==> config.mk <==
export PLATFORM = sky130hd
export DESIGN_NAME = sqrt_rr_scheduler_flat
export DESIGN_NICKNAME = d
export VERILOG_FILES = /design/src/rtl/sqrt_rr_scheduler_if.sv /design/src/rtl/sqrt_rr_scheduler.sv /design/src/flat_wrapper.sv
export SDC_FILE = /design/constraint.sdc
export NUM_CORES = 1
export LEC_CHECK = 0
export CAP_MARGIN = 20
export CORE_MARGIN = 1
export CORE_UTILIZATION = 44
export DETAILED_ROUTE_END_ITERATION = 12
export HOLD_SLACK_MARGIN = 0.06
export PLACE_DENSITY = 0.95
export SLEW_MARGIN = 40
export SYNTH_ARGS = -nofsm -noshare
export SYNTH_HDL_FRONTEND = slang
export SYNTH_SLANG_ARGS = --single-unit
==> constraint.sdc <==
create_clock -name clk -period 4.5 [get_ports clk]
set_clock_uncertainty 0.05 [all_clocks]
set_input_delay 0.9 -clock clk [delete_from_list [all_inputs] [get_ports clk]]
set_output_delay 0.9 -clock clk [all_outputs]
set_load 0.1 [all_outputs]
==> src/rtl/sqrt_rr_scheduler_if.sv <==
// Requester-side handshake and shared response bus of the sqrt round-robin scheduler.
interface sqrt_rr_scheduler_if #(
    parameter int unsigned NUM_REQ = 4,
    parameter int unsigned BITSIZE = 16
);
    logic [NUM_REQ-1:0]         req_valid;
    logic [NUM_REQ*BITSIZE-1:0] req_data;
    logic [NUM_REQ-1:0]         req_ready;
    logic [NUM_REQ-1:0]         rsp_valid;
    logic [BITSIZE-1:0]         rsp_data;
    logic                       rsp_neg;

    // Requesters drive operands and sink results.
    modport master (
        output req_valid, req_data,
        input  req_ready, rsp_valid, rsp_data, rsp_neg
    );

    // Scheduler grants operands and returns results.
    modport slave (
        input  req_valid, req_data,
        output req_ready, rsp_valid, rsp_data, rsp_neg
    );
endinterface

==> src/rtl/sqrt_rr_scheduler.sv <==
// Round-robin arbiter sharing one fixed-latency sqrt pipeline among NUM_REQ requesters.
// A shadow tag pipeline carries {valid, requester id, negative} alongside each operand
// so results are routed back on a shared bus with a one-hot strobe.
module sqrt_rr_scheduler #(
    parameter int unsigned BITSIZE  = 16,
    parameter int unsigned NUM_REQ  = 4,
    parameter int unsigned PIPE_LAT = 4,
    parameter int unsigned ID_W     = 2,
    parameter int unsigned CNT_W    = 3
) (
    input  logic                 clk,
    input  logic                 reset,
    input  logic                 en,
    sqrt_rr_scheduler_if.slave   bus,
    output logic [BITSIZE-1:0]   sq_data_in,
    input  logic [BITSIZE-1:0]   sq_data_out,
    output logic [CNT_W-1:0]     inflight,
    output logic                 idle
);

    typedef struct packed {
        logic            v;
        logic [ID_W-1:0] id;
        logic            neg;
    } tag_t;

    logic [ID_W-1:0]    ptr_q;
    logic [ID_W-1:0]    idx_c;
    logic [ID_W-1:0]    gnt_id_c;
    logic               gnt_any_c;
    logic [BITSIZE-1:0] gnt_data_c;
    logic               gnt_neg_c;

    // Tag stage k describes the operand that entered the datapath k edges ago;
    // the last stage lines up with sq_data_out.
    tag_t               tag_q [PIPE_LAT+1];
    tag_t               tail_c;

    logic [NUM_REQ-1:0] rsp_valid_q;
    logic [BITSIZE-1:0] rsp_data_q;
    logic               rsp_neg_q;

    // Search upward from the pointer for the first valid requester.
    always_comb begin
        gnt_any_c = 1'b0;
        gnt_id_c  = '0;
        idx_c     = '0;
        for (int unsigned k = 0; k < NUM_REQ; k++) begin
            idx_c = ID_W'((32'(ptr_q) + k) % NUM_REQ);
            if (en && !gnt_any_c && bus.req_valid[idx_c]) begin
                gnt_any_c = 1'b1;
                gnt_id_c  = idx_c;
            end
        end
    end

    // Select the granted operand; its MSB marks a negative input.
    always_comb begin
        gnt_data_c = '0;
        for (int unsigned k = 0; k < NUM_REQ; k++) begin
            if (gnt_id_c == ID_W'(k)) begin
                gnt_data_c = bus.req_data[k*BITSIZE +: BITSIZE];
            end
        end
    end

    assign gnt_neg_c     = gnt_data_c[BITSIZE-1];
    assign bus.req_ready = gnt_any_c ? (NUM_REQ'(1) << gnt_id_c) : '0;
    assign tail_c        = tag_q[PIPE_LAT];

    // Issue the accepted operand (negatives as zero) and advance the pointer past the winner.
    always_ff @(posedge clk or posedge reset) begin
        if (reset) begin
            ptr_q      <= '0;
            sq_data_in <= '0;
        end else begin
            sq_data_in <= (gnt_any_c && !gnt_neg_c) ? gnt_data_c : '0;
            if (gnt_any_c) begin
                ptr_q <= (gnt_id_c == ID_W'(NUM_REQ - 1)) ? '0 : gnt_id_c + ID_W'(1);
            end
        end
    end

    // Shadow tag pipeline; shifts every edge, no stall.
    always_ff @(posedge clk or posedge reset) begin
        if (reset) begin
            for (int unsigned k = 0; k <= PIPE_LAT; k++) begin
                tag_q[k] <= '0;
            end
        end else begin
            tag_q[0] <= '{v: gnt_any_c, id: gnt_id_c, neg: gnt_any_c & gnt_neg_c};
            for (int unsigned k = 1; k <= PIPE_LAT; k++) begin
                tag_q[k] <= tag_q[k-1];
            end
        end
    end

    // Register the result onto the shared response bus; zero when nothing returns.
    always_ff @(posedge clk or posedge reset) begin
        if (reset) begin
            rsp_valid_q <= '0;
            rsp_data_q  <= '0;
            rsp_neg_q   <= 1'b0;
        end else begin
            rsp_valid_q <= tail_c.v ? (NUM_REQ'(1) << tail_c.id) : '0;
            rsp_data_q  <= (tail_c.v && !tail_c.neg) ? sq_data_out : '0;
            rsp_neg_q   <= tail_c.v & tail_c.neg;
        end
    end

    assign bus.rsp_valid = rsp_valid_q;
    assign bus.rsp_data  = rsp_data_q;
    assign bus.rsp_neg   = rsp_neg_q;

    // Count operands accepted but not yet returned.
    always_ff @(posedge clk or posedge reset) begin
        if (reset) begin
            inflight <= '0;
        end else begin
            case ({gnt_any_c, tail_c.v})
                2'b10:   inflight <= inflight + CNT_W'(1);
                2'b01:   inflight <= inflight - CNT_W'(1);
                default: inflight <= inflight;
            endcase
        end
    end

    assign idle = (inflight == '0) && (bus.req_valid == '0);

endmodule

==> src/flat_wrapper.sv <==
// flat-port wrapper written by rule: the top's interface ports become plain ports
module sqrt_rr_scheduler_flat 
#(
    parameter int unsigned BITSIZE  = 16,
    parameter int unsigned NUM_REQ  = 4,
    parameter int unsigned PIPE_LAT = 4,
    parameter int unsigned ID_W     = 2,
    parameter int unsigned CNT_W    = 3
)
  (clk, reset, en, sq_data_in, sq_data_out, inflight, idle, bus_req_valid, bus_req_data, bus_req_ready, bus_rsp_valid, bus_rsp_data, bus_rsp_neg);
  sqrt_rr_scheduler_if #(.NUM_REQ(NUM_REQ), .BITSIZE(BITSIZE)) bus_i ();
  input  logic clk;
  input  logic reset;
  input  logic en;
  output logic [BITSIZE-1:0] sq_data_in;
  input  logic [BITSIZE-1:0] sq_data_out;
  output logic [CNT_W-1:0] inflight;
  output logic idle;
  input wire logic [$bits(bus_i.req_valid)-1:0] bus_req_valid;
  input wire logic [$bits(bus_i.req_data)-1:0] bus_req_data;
  output wire logic [$bits(bus_i.req_ready)-1:0] bus_req_ready;
  output wire logic [$bits(bus_i.rsp_valid)-1:0] bus_rsp_valid;
  output wire logic [$bits(bus_i.rsp_data)-1:0] bus_rsp_data;
  output wire logic [$bits(bus_i.rsp_neg)-1:0] bus_rsp_neg;
  assign bus_i.req_valid = bus_req_valid;
  assign bus_i.req_data = bus_req_data;
  assign bus_req_ready = bus_i.req_ready;
  assign bus_rsp_valid = bus_i.rsp_valid;
  assign bus_rsp_data = bus_i.rsp_data;
  assign bus_rsp_neg = bus_i.rsp_neg;
  sqrt_rr_scheduler #(.BITSIZE(BITSIZE), .NUM_REQ(NUM_REQ), .PIPE_LAT(PIPE_LAT), .ID_W(ID_W), .CNT_W(CNT_W)) u_core (.clk(clk), .reset(reset), .en(en), .bus(bus_i), .sq_data_in(sq_data_in), .sq_data_out(sq_data_out), .inflight(inflight), .idle(idle));
endmodule
### Word-level counts from Yosys, hierarchy flattened

Index checks and enable logic that the tools add are counted.

| storage, ports and cells | value |
|---|---|
| flip-flop bits (word level) | 62 |
| input bits | 87 |
| output and inout bits | 45 |
| logic and storage cells | 85 |

| cells by class | value |
|---|---|
| $add $sub $neg | 6 |
| $lt $le $gt $ge | 4 |
| equality and inequality tests | 5 |
| shift-type cells | 2 |
| mux-type cells | 26 |
| bitwise gates (word level) | 2 |
| reduce and logical (&&, ||, !) cells | 19 |

Operators with widths:

| cell | number |
|---|---|
| $mux 16 | 6 |
| $lt 2x3->1 const B | 4 |
| $logic_and 1x1->1 | 10 |
| $mux 2 | 5 |
| $bmux 1 s2 | 4 |
| $mux 1 | 8 |
| $mux 4 | 2 |
| $shl 1x2->4 const A | 2 |
| $eq 2x2->1 const B | 3 |
| $pmux 3 s2 | 1 |
| $logic_not 1->1 | 5 |
| $add 2x1->2 const B | 2 |
| $add 2x2->2 const B | 2 |
| $eq 2x1->1 const B | 2 |
| $logic_not 4->1 | 1 |
| $add 3x1->3 const B | 1 |
| $logic_not 3->1 | 1 |
| $sub 3x1->3 const B | 1 |
| $and 1x1->1 | 2 |
| $logic_not 2->1 | 1 |
| $reduce_bool 2->1 | 1 |

### Longest topological paths before layout

Gate-level depths: netlist of the first run.

| depth | value |
|---|---|
| word-level depth | 24 |
| mapped depth | 12 |
| mapped depth without buffers | 9 |

### Least setup slack after synthesis of the first run

No wires, ideal clock.

| timing path | value |
|---|---|
| path kind | input to output |
| start | input bus_req_valid[1] |
| end | output idle |
| arrival | 4.408 ns |
| data required time | 3.550 ns |
| setup slack | -0.858 ns |
| cell stages on the path | 3 |
| path buffers | 1 |
| cell sequence | clkbuf_2 > or4_4 > nor4_1 |

| between the ends | value |
|---|---|
| cells in the longest elaborated chain, start to end | 2 |

Ends and longest elaborated chain:

| item | line | text |
|---|---|---|
| start, declared | flat_wrapper.sv:19 | `input wire logic [$bits(bus_i.req_valid)-1:0] bus_req_valid;` |
| $logic_not 4->1 | sqrt_rr_scheduler.sv:128 | `assign idle = (inflight == '0) && (bus.req_valid == '0);` |
| $logic_and 1x1->1 | sqrt_rr_scheduler.sv:128 |  |
| end, declared | flat_wrapper.sv:18 | `output logic idle;` |

No other way between the ends.

### Worst setup path in the final report of the first run

| timing path | value |
|---|---|
| start | input bus_req_valid[3] |
| end | output bus_req_ready[0] |

| between the ends | value |
|---|---|
| cells in the longest elaborated chain, start to end | 18 |
| elaborated cells between the ends (all ways) | 28 |
| those cells by class | shift (1); mux (17); reduce/logical (10) |

Ends and longest elaborated chain:

| item | line | text |
|---|---|---|
| $bmux 1 s2 | sqrt_rr_scheduler.sv:50 | `if (en && !gnt_any_c && bus.req_valid[idx_c]) begin` |
| $mux 1 (not written as such) | sqrt_rr_scheduler.sv:50 |  |
| $logic_and 1x1->1 | sqrt_rr_scheduler.sv:50 |  |
| $mux 1 | sqrt_rr_scheduler.sv:50 |  |
| $logic_not 1->1 | sqrt_rr_scheduler.sv:50 |  |
| $logic_and 1x1->1 (2 in a row) | sqrt_rr_scheduler.sv:50 |  |
| $mux 1 | sqrt_rr_scheduler.sv:50 |  |
| $logic_not 1->1 | sqrt_rr_scheduler.sv:50 |  |
| $logic_and 1x1->1 (2 in a row) | sqrt_rr_scheduler.sv:50 |  |
| $mux 1 | sqrt_rr_scheduler.sv:50 |  |
| $logic_not 1->1 | sqrt_rr_scheduler.sv:50 |  |
| $logic_and 1x1->1 (2 in a row) | sqrt_rr_scheduler.sv:50 |  |
| $mux 2 | sqrt_rr_scheduler.sv:50 |  |
| $shl 1x2->4 | sqrt_rr_scheduler.sv:68 | `assign bus.req_ready = gnt_any_c ? (NUM_REQ'(1) << gnt_id_c) : '0;` |
| $mux 4 (*) | sqrt_rr_scheduler.sv:68 |  |
| end, declared | flat_wrapper.sv:21 | `output wire logic [$bits(bus_i.req_ready)-1:0] bus_req_ready;` |

Every way passes the cells marked *; elsewhere a longest branch is shown, timed or not. The select of a mux whose other input is x is not followed.

==> out/metrics.csv, run 1 <==
stage;metric;value;unit
status;status;finished, final reports clean;
clocking;hold_buffers;0;
yosys;ys.flop_type;dfrtp_1;
placement;io_buffers;131;
finish;utilization;69.5;%
detailed_routing;dr_total_vias;2399;
yosys;yosys.area_share.simple;13.3;%
finish;fillers;423;
detailed_routing;drt-total-wl;7.19;mm
floorplan;io_pins;132;
sta;fin_crit_sh;90.6;%
yosys;syn_area_per_cell;10.7;um2
sta;min_period;4080;ps
setup_path;r2r-start;u_core.ptr_q[1];
floorplan;start_util;46.1;%
sta;hold_violations;0;
sta;worst_slew_pin_slew;697;ps
clocking;cts-root-buf;clkbuf_8;
sta;rsz0062_at_grt;false;
sta;tns;0;ps
detailed_routing;dr.first_iter.drc_count;130;
detailed_routing;wl_per_cell;15.4;um
power_and_ir_drop;power_frac_clock;16.3;%
global_routing;gr-total-overflow;0;
clocking;clk_path_buf_depth;2;
sta;slew_viol_final;0;
min_path;hold_start;u_core.tag_q[16];
power_and_ir_drop;power.switching;0.00131;W
min_path;holdCritPathClass;reg2reg;
yosys;synth_top_cell_area_share;56.6;%
sta;setup_viol;0;
clocking;cts_made_buffers;9;
clocking;post-cts-setup-buffers;0;
setup_path;crit_path_end_kind;primary output;
setup_path;crit_required;3550;ps
setup_path;worstPathArrival;3130;ps
yosys;synth_edf_count;0;
global_routing;grt_max_degree;44;
floorplan;core_area;5960;um2
power_and_ir_drop;powerDensity;617;nW/um2
finish;nNetsFinal;480;
finish;layout-drive-gt1-share;19.9;%
yosys;muxShareOfSynthArea;1.46;%
finish;area_growth;51.0;%
power_and_ir_drop;peakVddDrop;0.391;mV
detailed_routing;drcViolationCount;0;
sta;max_freq;245;MHz
setup_path;cp-start-kind;input port;
global_routing;grt_usage;22.0;%
yosys;yosysSeqAreaShare;56.6;%
clocking;htree_levels;3;
placement;place_hpwl;5.26;mm
setup_path;cp-startpoint;bus_req_valid[3];
setup_path;rr_worst_depth;10;
power_and_ir_drop;p_seq_share;29.8;%
global_routing;antenna_found_initial;0;
floorplan;die_area;6550;um2
min_path;worstHoldPathCells;0;
power_and_ir_drop;swShare;51.2;%
yosys;syn-instance-count;256;
floorplan;fp.dieH;81.0;um
yosys;synth.area.top_cells;dfrtp_1 (57%), and2_1 (3.9%), a21oi_1 (3.5%);
yosys;ys_warn_count;0;
yosys;ys_top_cells_by_count;dfrtp_1 (62), nand2_1 (25), inv_1 (22);
global_routing;grt_pass1_wl;10.5;mm
detailed_routing;detail_route.vias_per_cell;5.14;
sta;slew-limit-headroom;53.5;%
finish;multi_input_comb_area;1040;um2
yosys;syn-cell-area;2740;um2
clocking;post_cts_resized;0;
clocking;cts_tree;built;
power_and_ir_drop;p_leak;2.00;nW
setup_path;crit_fanout;10;
finish;regArea;1550;um2
placement;gp_congestion;0.787;
finish;diodes;0;
yosys;synth_most_common_cell;dfrtp_1;
detailed_routing;postRouteAntennaNets;0;
yosys;synth-compound-area-share;18.8;%
power_and_ir_drop;p_int;0.00125;W
yosys;yosys.area_share.xor_xnor;0.958;%
floorplan;rows;28;
setup_path;path_class;in2out;
yosys;async_flop_share;100;%
yosys;synth_adder_area_share;3.01;%
detailed_routing;firstDrtPassIters;4;
yosys;syn_nets;349;
clocking;insertion_delay;330;ps
clocking;clkTransAtPathRegs;70;ps
clocking;cts.sinks;62;
yosys;yosys.area.top_type;dfrtp_1;
global_routing;grt_pass1_vias;2284;
yosys;ys_ff_latch;62;
yosys;ys_types;42;
power_and_ir_drop;combPwrFrac;53.9;%
yosys;synth_top_family_by_area;compound AO/OA/AOI/OAI gates;
run;maxCapViolations;0;
floorplan;die_w;81.0;um
## sequential cells by signal (all words and copies together), names as in the netlist
signal                count
u_core.bus.rsp_data      16
u_core.bus.rsp_neg        1
u_core.bus.rsp_valid      4
u_core.inflight           3
u_core.ptr_q              2
u_core.sq_data_in        16
u_core.tag_q             20
## cell type report
type	instances	share of cell area (%)
inverters	22	2.02
repair buffers	137	28.8
flip-flops and latches	62	37.5
multi-input cells	155	25.2
clock inverters	7	1.21
well taps	75	2.27
clock buffers	9	2.99
## cells in the final DEF (no fill, tap or decap), drive strengths merged, types with 2 or more instances in the layout
master         Yosys  layout
and3               5       5
clkinv             0       4
nand2b             2       2
xor2               2       2
nor4               2       2
clkbuf            14       9
inv               22      22
buf                3      51
dfrtp             62      62
o31ai              2       2
nor2b              3       3
nor2              11      11
mux2i              4       4
and2              18      18
ha                 5       5
a221oi             9       9
clkdlybuf4s50      0      86
clkinvlp           0       3
nand2             25      25
a22oi              6       6
a211o             10      10
a2bb2oi            2       2
o21ai             10      10
a21oi             23      23
o21a               2       2
## cell families (layout without fill, tap and decap cells)
| family | Yosys count | after routing |
|---|---|---|
| AO/OA/AOI/OAI | 70 | 70 |
| XOR/XNOR | 3 | 3 |
| adder cells (fa/ha/maj) | 6 | 6 |
| buffers and inverters | 39 | 175 |
| flip-flops | 62 | 62 |
| multiplexers | 4 | 4 |
| other | 1 | 1 |
| AND/OR/NAND/NOR | 71 | 71 |
## layer usage
| layer | vias to the layer above | routed length, um | part of all wire, % | track usage (%) |
|---|---|---|---|---|
| met5 | - | 0 | 0 | 0 |
| met3 | 8 | 649 | 9.0 | 5.06 |
| met2 | 109 | 3650 | 51 | 37.9 |
| li1 | 1135 | - | - | - |
| met1 | 1147 | 2810 | 39 | 25.1 |
| met4 | 0 | 83 | 1.2 | 12.5 |
## critical path, stage by stage
cell and delay [ps]:
clkdlybuf4s50_1 560, nand3b_1 250, o21a_1 150, mux2i_1 180, a2bb2oi_1 250, ha_1 370
and3_1 270, buf_12 190
## power groups by stage
stage / combinational [W] / clock (W) / sequential (W)
after floorplan: 0.000459 / 0 / 0.00138
after global placement: 0.00143 / 0 / 0.000767
after detailed placement: 0.00138 / 0 / 0.000770
after CTS: 0.00138 / 0.000428 / 0.000760
after global routing: 0.00145 / 0.000455 / 0.000776
final: 0.00138 / 0.000417 / 0.000761
## worst paths after layout
path / end / slack (ps)
min: u_core.tag_q[12] / 300
max in group asynchronous: u_core.inflight[0] / 2860
min reg2reg: u_core.tag_q[12] / 300
max reg2reg: u_core.sq_data_in[6] / 1570
min in group asynchronous: u_core.tag_q[12] / 940
max: bus_req_ready[0] / 420
## metrics by stage
step	area, um2	hold slack (ps)	std cells	power, W	worst slack (ps)
finish	4140	298	467	0.00255	423
global route	4140	299	467	0.00268	236
CTS	4140	300	467	0.00257	444
detailed placement	3960	285	451	0.00215	459
global placement	4160	281	451	0.00220	567
floorplan	2750	281	256	0.00184	273
Power figures use the tool's default switching activity.
==> run 2: changes to the inputs <==
PLACE_DENSITY = 0.86   (was 0.95)
SETUP_SLACK_MARGIN = 0.1   (was default)
==> out/metrics.csv, run 2 (synthesis results as in run 1) <==
stage;metric;value;unit
status;status;finished, final reports clean;
setup_path;rr_worst_depth;10;
sta;hold_violations;0;
clocking;htree_levels;3;
floorplan;die_w;81.0;um
detailed_routing;drcViolationCount;0;
global_routing;grt_max_degree;38;
setup_path;r2r-start;u_core.ptr_q[1];
sta;fin_crit_sh;90.7;%
floorplan;fp.dieH;81.0;um
setup_path;r2r_end;u_core.sq_data_in[5];
clocking;insertion_delay;340;ps
detailed_routing;drt-total-wl;7.29;mm
sta;rsz0062_at_grt;false;
finish;layout-drive-gt1-share;19.7;%
power_and_ir_drop;p_leak;2.02;nW
detailed_routing;detail_route.vias_per_cell;5.04;
setup_path;worstPathArrival;3130;ps
setup_path;crit_fanout;9;
sta;holdWs;301;ps
min_path;holdCritPathClass;reg2reg;
setup_path;crit_required;3550;ps
detailed_routing;dr_total_vias;2349;
detailed_routing;dr.first_iter.drc_count;94;
sta;slew-limit-headroom;64.1;%
power_and_ir_drop;powerDensity;640;nW/um2
finish;layout_commonest_cell;clkdlybuf4s50_1;
clocking;cts_tree;built;
setup_path;endpoint;bus_req_ready[0];
detailed_routing;wl_per_cell;15.7;um
sta;min_period;4080;ps
clocking;cts-root-buf;clkbuf_8;
finish;final_cell_mix;clkdlybuf4s50_1 (86), dfrtp_1 (62), buf_2 (40), nand2_1 (25), inv_1 (21);
floorplan;rows;28;
placement;io_buffers;131;
detailed_routing;postRouteAntennaNets;0;
setup_path;cp-start-kind;input port;
finish;multi_input_comb_area;1040;um2
finish;largest_reg_flops;20;
global_routing;antenna_found_initial;0;
finish;regArea;1550;um2
setup_path;reg2reg_slack;1600;ps
setup_path;cp-startpoint;bus_req_valid[1];
clocking;post_cts_resized;0;
power_and_ir_drop;peakVddDrop;0.399;mV
clocking;clk_path_buf_depth;2;
finish;fin_area;4180;um2
floorplan;die_area;6550;um2
finish;area_growth;52.4;%
floorplan;io_pins;132;
setup_path;crit_path_end_kind;primary output;
placement;place_hpwl;5.38;mm
clocking;hold_buffers;0;
sta;worst_slew_pin_slew;538;ps
global_routing;gr-total-overflow;0;
run;maxCapViolations;0;
finish;nNetsFinal;479;
setup_path;path_class;in2out;
finish;largest-register;u_core.tag_q;
floorplan;start_util;46.1;%
clocking;cts_made_buffers;9;
floorplan;core_area;5960;um2
detailed_routing;firstDrtPassIters;4;
finish;diodes;0;
clocking;clkTransAtPathRegs;70;ps
finish;fillers;457;
clocking;cts.sinks;62;
sta;slew_viol_final;0;
placement;place_area;3960;um2
clocking;post-cts-setup-buffers;0;
placement;gp_congestion;0.775;
global_routing;grt_pass1_vias;2175;
global_routing;grt_usage;22.5;%
sta;tns;0;ps
sta;setup_viol;0;
global_routing;grt_pass1_wl;10.6;mm
sta;max_freq;245;MHz
-- run 2: cell types whose count changed in the layout (fill, tap and decap cells not counted), sizes merged --
| cell | delta |
|---|---|
| clkinvlp | -1 |
| inv | +1 |
| buf | -1 |
| bufinv | +2 |
| clkinv | -2 |
-- run 2: worst max-delay path, stage by stage --
cell             delay, ps
clkdlybuf4s50_1        530
nand2b_1               220
o21a_1                 200
mux2i_1                170
a2bb2oi_1              270
ha_1                   390
and3_1                 260
buf_12                 180
-- run 2: worst min-delay path by stage --
stage | start | endpoint | slack (ps) | cells after the start
global placement | u_core.tag_q[7] | u_core.tag_q[3] | 280 | 0
global route | u_core.tag_q[13] | u_core.tag_q[9] | 300 | 0
detailed placement | u_core.tag_q[7] | u_core.tag_q[3] | 280 | 0
floorplan | u_core.tag_q[4] | u_core.tag_q[0] | 280 | 0
CTS | u_core.tag_q[14] | u_core.tag_q[10] | 300 | 0
finish | u_core.tag_q[7] | u_core.tag_q[3] | 300 | 0
-- run 2: layout make-up --
| cell class | count | share of cell area, % |
|---|---|---|
| Timing Repair Buffer | 136 | 28.4 |
| Multi-Input combinational cell | 155 | 25.0 |
| Clock buffer | 9 | 2.96 |
| Sequential cell | 62 | 37.1 |
| Clock inverter | 7 | 2.34 |
| Tap cell | 75 | 2.25 |
| Inverter | 22 | 1.98 |
-- run 2: stage by stage --
stage,worst slack (ps),util (%),cells,total power (W)
floorplan,273,-,256,0.00184
CTS,443,70.1,466,0.00269
global route,269,70.2,466,0.00279
global placement,554,69.8,450,0.00220
finish,418,70.2,466,0.00267
detailed placement,454,66.4,450,0.00214
-- run 2: power breakdown --
part / switching [W] / internal (W) / total, W
combinational: 0.00102 / 0.000353 / 0.00137
sequential: 0.0000678 / 0.000693 / 0.000761
clock: 0.000229 / 0.000313 / 0.000542
total: 0.00131 / 0.00136 / 0.00267
-- run 2: routing by layer --
| metal | track usage, % | share of wire [%] |
|---|---|---|
| met5 | 0 | 0 |
| met4 | 12.3 | 2.9 |
| met3 | 6.18 | 8.8 |
| met2 | 37.1 | 48 |
| met1 | 26.6 | 40 |
==> run 3: changes to the inputs <==
RECOVER_POWER = 25   (was default)
==> out/metrics.csv, run 3 (synthesis results as in run 1) <==
stage;metric;value;unit
setup_path;cp-start-kind;input port;
clocking;post_cts_resized;0;
setup_path;cp-startpoint;bus_req_valid[1];
sta;tns;0;ps
floorplan;core_area;5960;um2
detailed_routing;drcViolationCount;0;
finish;largest_reg_flops;20;
power_and_ir_drop;peakVddDrop;0.399;mV
clocking;clk_path_buf_depth;2;
sta;rsz0062_at_grt;false;
detailed_routing;detail_route.vias_per_cell;5.10;
finish;utilization;70.1;%
global_routing;grt_max_degree;38;
setup_path;r2r-start;u_core.ptr_q[1];
global_routing;grt_pass1_vias;2175;
global_routing;grt_pass1_wl;10.6;mm
run;maxCapViolations;0;
status;status;finished, final reports clean;
sta;setup_viol;0;
finish;final_cell_mix;clkdlybuf4s50_1 (85), dfrtp_1 (62), buf_2 (40), nand2_1 (25), inv_1 (22);
placement;gp_congestion;0.775;
power_and_ir_drop;powerDensity;639;nW/um2
finish;layout-drive-gt1-share;19.2;%
power_and_ir_drop;p_leak;2.01;nW
setup_path;crit_fanout;9;
detailed_routing;dr_total_vias;2375;
clocking;cts_made_buffers;9;
min_path;hold_start;u_core.tag_q[7];
clocking;cts_tree;built;
placement;io_buffers;131;
finish;nNetsFinal;479;
global_routing;grt_usage;22.5;%
floorplan;fp.dieH;81.0;um
detailed_routing;drt-total-wl;7.28;mm
detailed_routing;dr.first_iter.drc_count;80;
clocking;cts.sinks;62;
setup_path;path_class;in2out;
clocking;post-cts-setup-buffers;0;
power_and_ir_drop;fin_total_pwr;0.00267;W
sta;fin_crit_sh;90.5;%
finish;regArea;1550;um2
floorplan;rows;28;
finish;layout_commonest_cell;clkdlybuf4s50_1;
sta;holdWs;301;ps
floorplan;start_util;46.1;%
clocking;insertion_delay;340;ps
sta;max_freq;245;MHz
min_path;holdCritPathClass;reg2reg;
sta;min_period;4070;ps
clocking;cts-root-buf;clkbuf_8;
placement;place_hpwl;5.38;mm
setup_path;worstPathArrival;3120;ps
finish;area_growth;52.3;%
floorplan;die_w;81.0;um
finish;largest-register;u_core.tag_q;
setup_path;crit_required;3550;ps
finish;diodes;0;
finish;finalNonFillerCells;466;
sta;worst_slew_pin_slew;971;ps
floorplan;io_pins;132;
placement;post-place-cells;450;
sta;slew_viol_final;0;
global_routing;antenna_found_initial;0;
clocking;htree_levels;3;
finish;fillers;458;
global_routing;gr-total-overflow;0;
sta;hold_violations;0;
finish;multi_input_comb_area;1040;um2
setup_path;crit_path_end_kind;primary output;
clocking;hold_buffers;0;
detailed_routing;wl_per_cell;15.6;um
clocking;clkTransAtPathRegs;70;ps
detailed_routing;firstDrtPassIters;4;
sta;slew-limit-headroom;35.2;%
detailed_routing;postRouteAntennaNets;0;
floorplan;die_area;6550;um2
-- run 3: changes by cell type in the layout (fill, tap and decap cells not counted), sizes merged --
cell	previous run	this run
clkdlybuf4s50	86	85
dlygate4sd3	0	1
-- run 3: critical path, stage by stage --
cell             delay, ps
clkdlybuf4s50_1        530
nand2b_1               220
o21a_1                 200
mux2i_1                170
a2bb2oi_1              260
ha_1                   380
and3_1                 260
buf_12                 180
-- run 3: per-stage QoR --
step           setup slack (ps)  cell area, um2
2_1_floorplan               273            2750
3_3_place_gp                554            4160
3_5_place_dp                454            3960
4_1_cts                     443            4180
5_1_grt                     269            4180
6_report                    426            4180
-- run 3: worst paths after layout --
| path | endpoint | slack, ps | cells after the start |
|---|---|---|---|
| min | u_core.tag_q[3] | 300 | 0 |
| max | bus_req_ready[0] | 430 | 8 |
| max in group asynchronous | u_core.tag_q[16] | 2210 | 3 |
| max reg2reg | u_core.sq_data_in[5] | 1600 | 10 |
| min reg2reg | u_core.tag_q[3] | 300 | 0 |
| min in group asynchronous | u_core.sq_data_in[13] | 1180 | 2 |
-- run 3: final cells by class --
class / instances / share of cell area, %
tap: 75 / 2.25
multi-input combinational: 155 / 24.9
clock inverter: 7 / 2.34
clock buffer: 9 / 2.97
sequential: 62 / 37.1
inverter: 22 / 1.98
timing repair buffer: 136 / 28.4
-- run 3: power breakdown --
group          switching, W  total [W]  internal [W]
combinational       0.00102    0.00137      0.000352
clock              0.000228   0.000542      0.000313
sequential        0.0000672   0.000761      0.000693
-- run 3: routing by layer --
layer / share of wire [%] / routed length (um) / GRT usage (%)
met5: 0 / 0 / 0
met4: 2.9 / 212 / 12.3
met3: 9.1 / 664 / 6.18
met2: 48 / 3520 / 37.1
met1: 40 / 2880 / 26.6
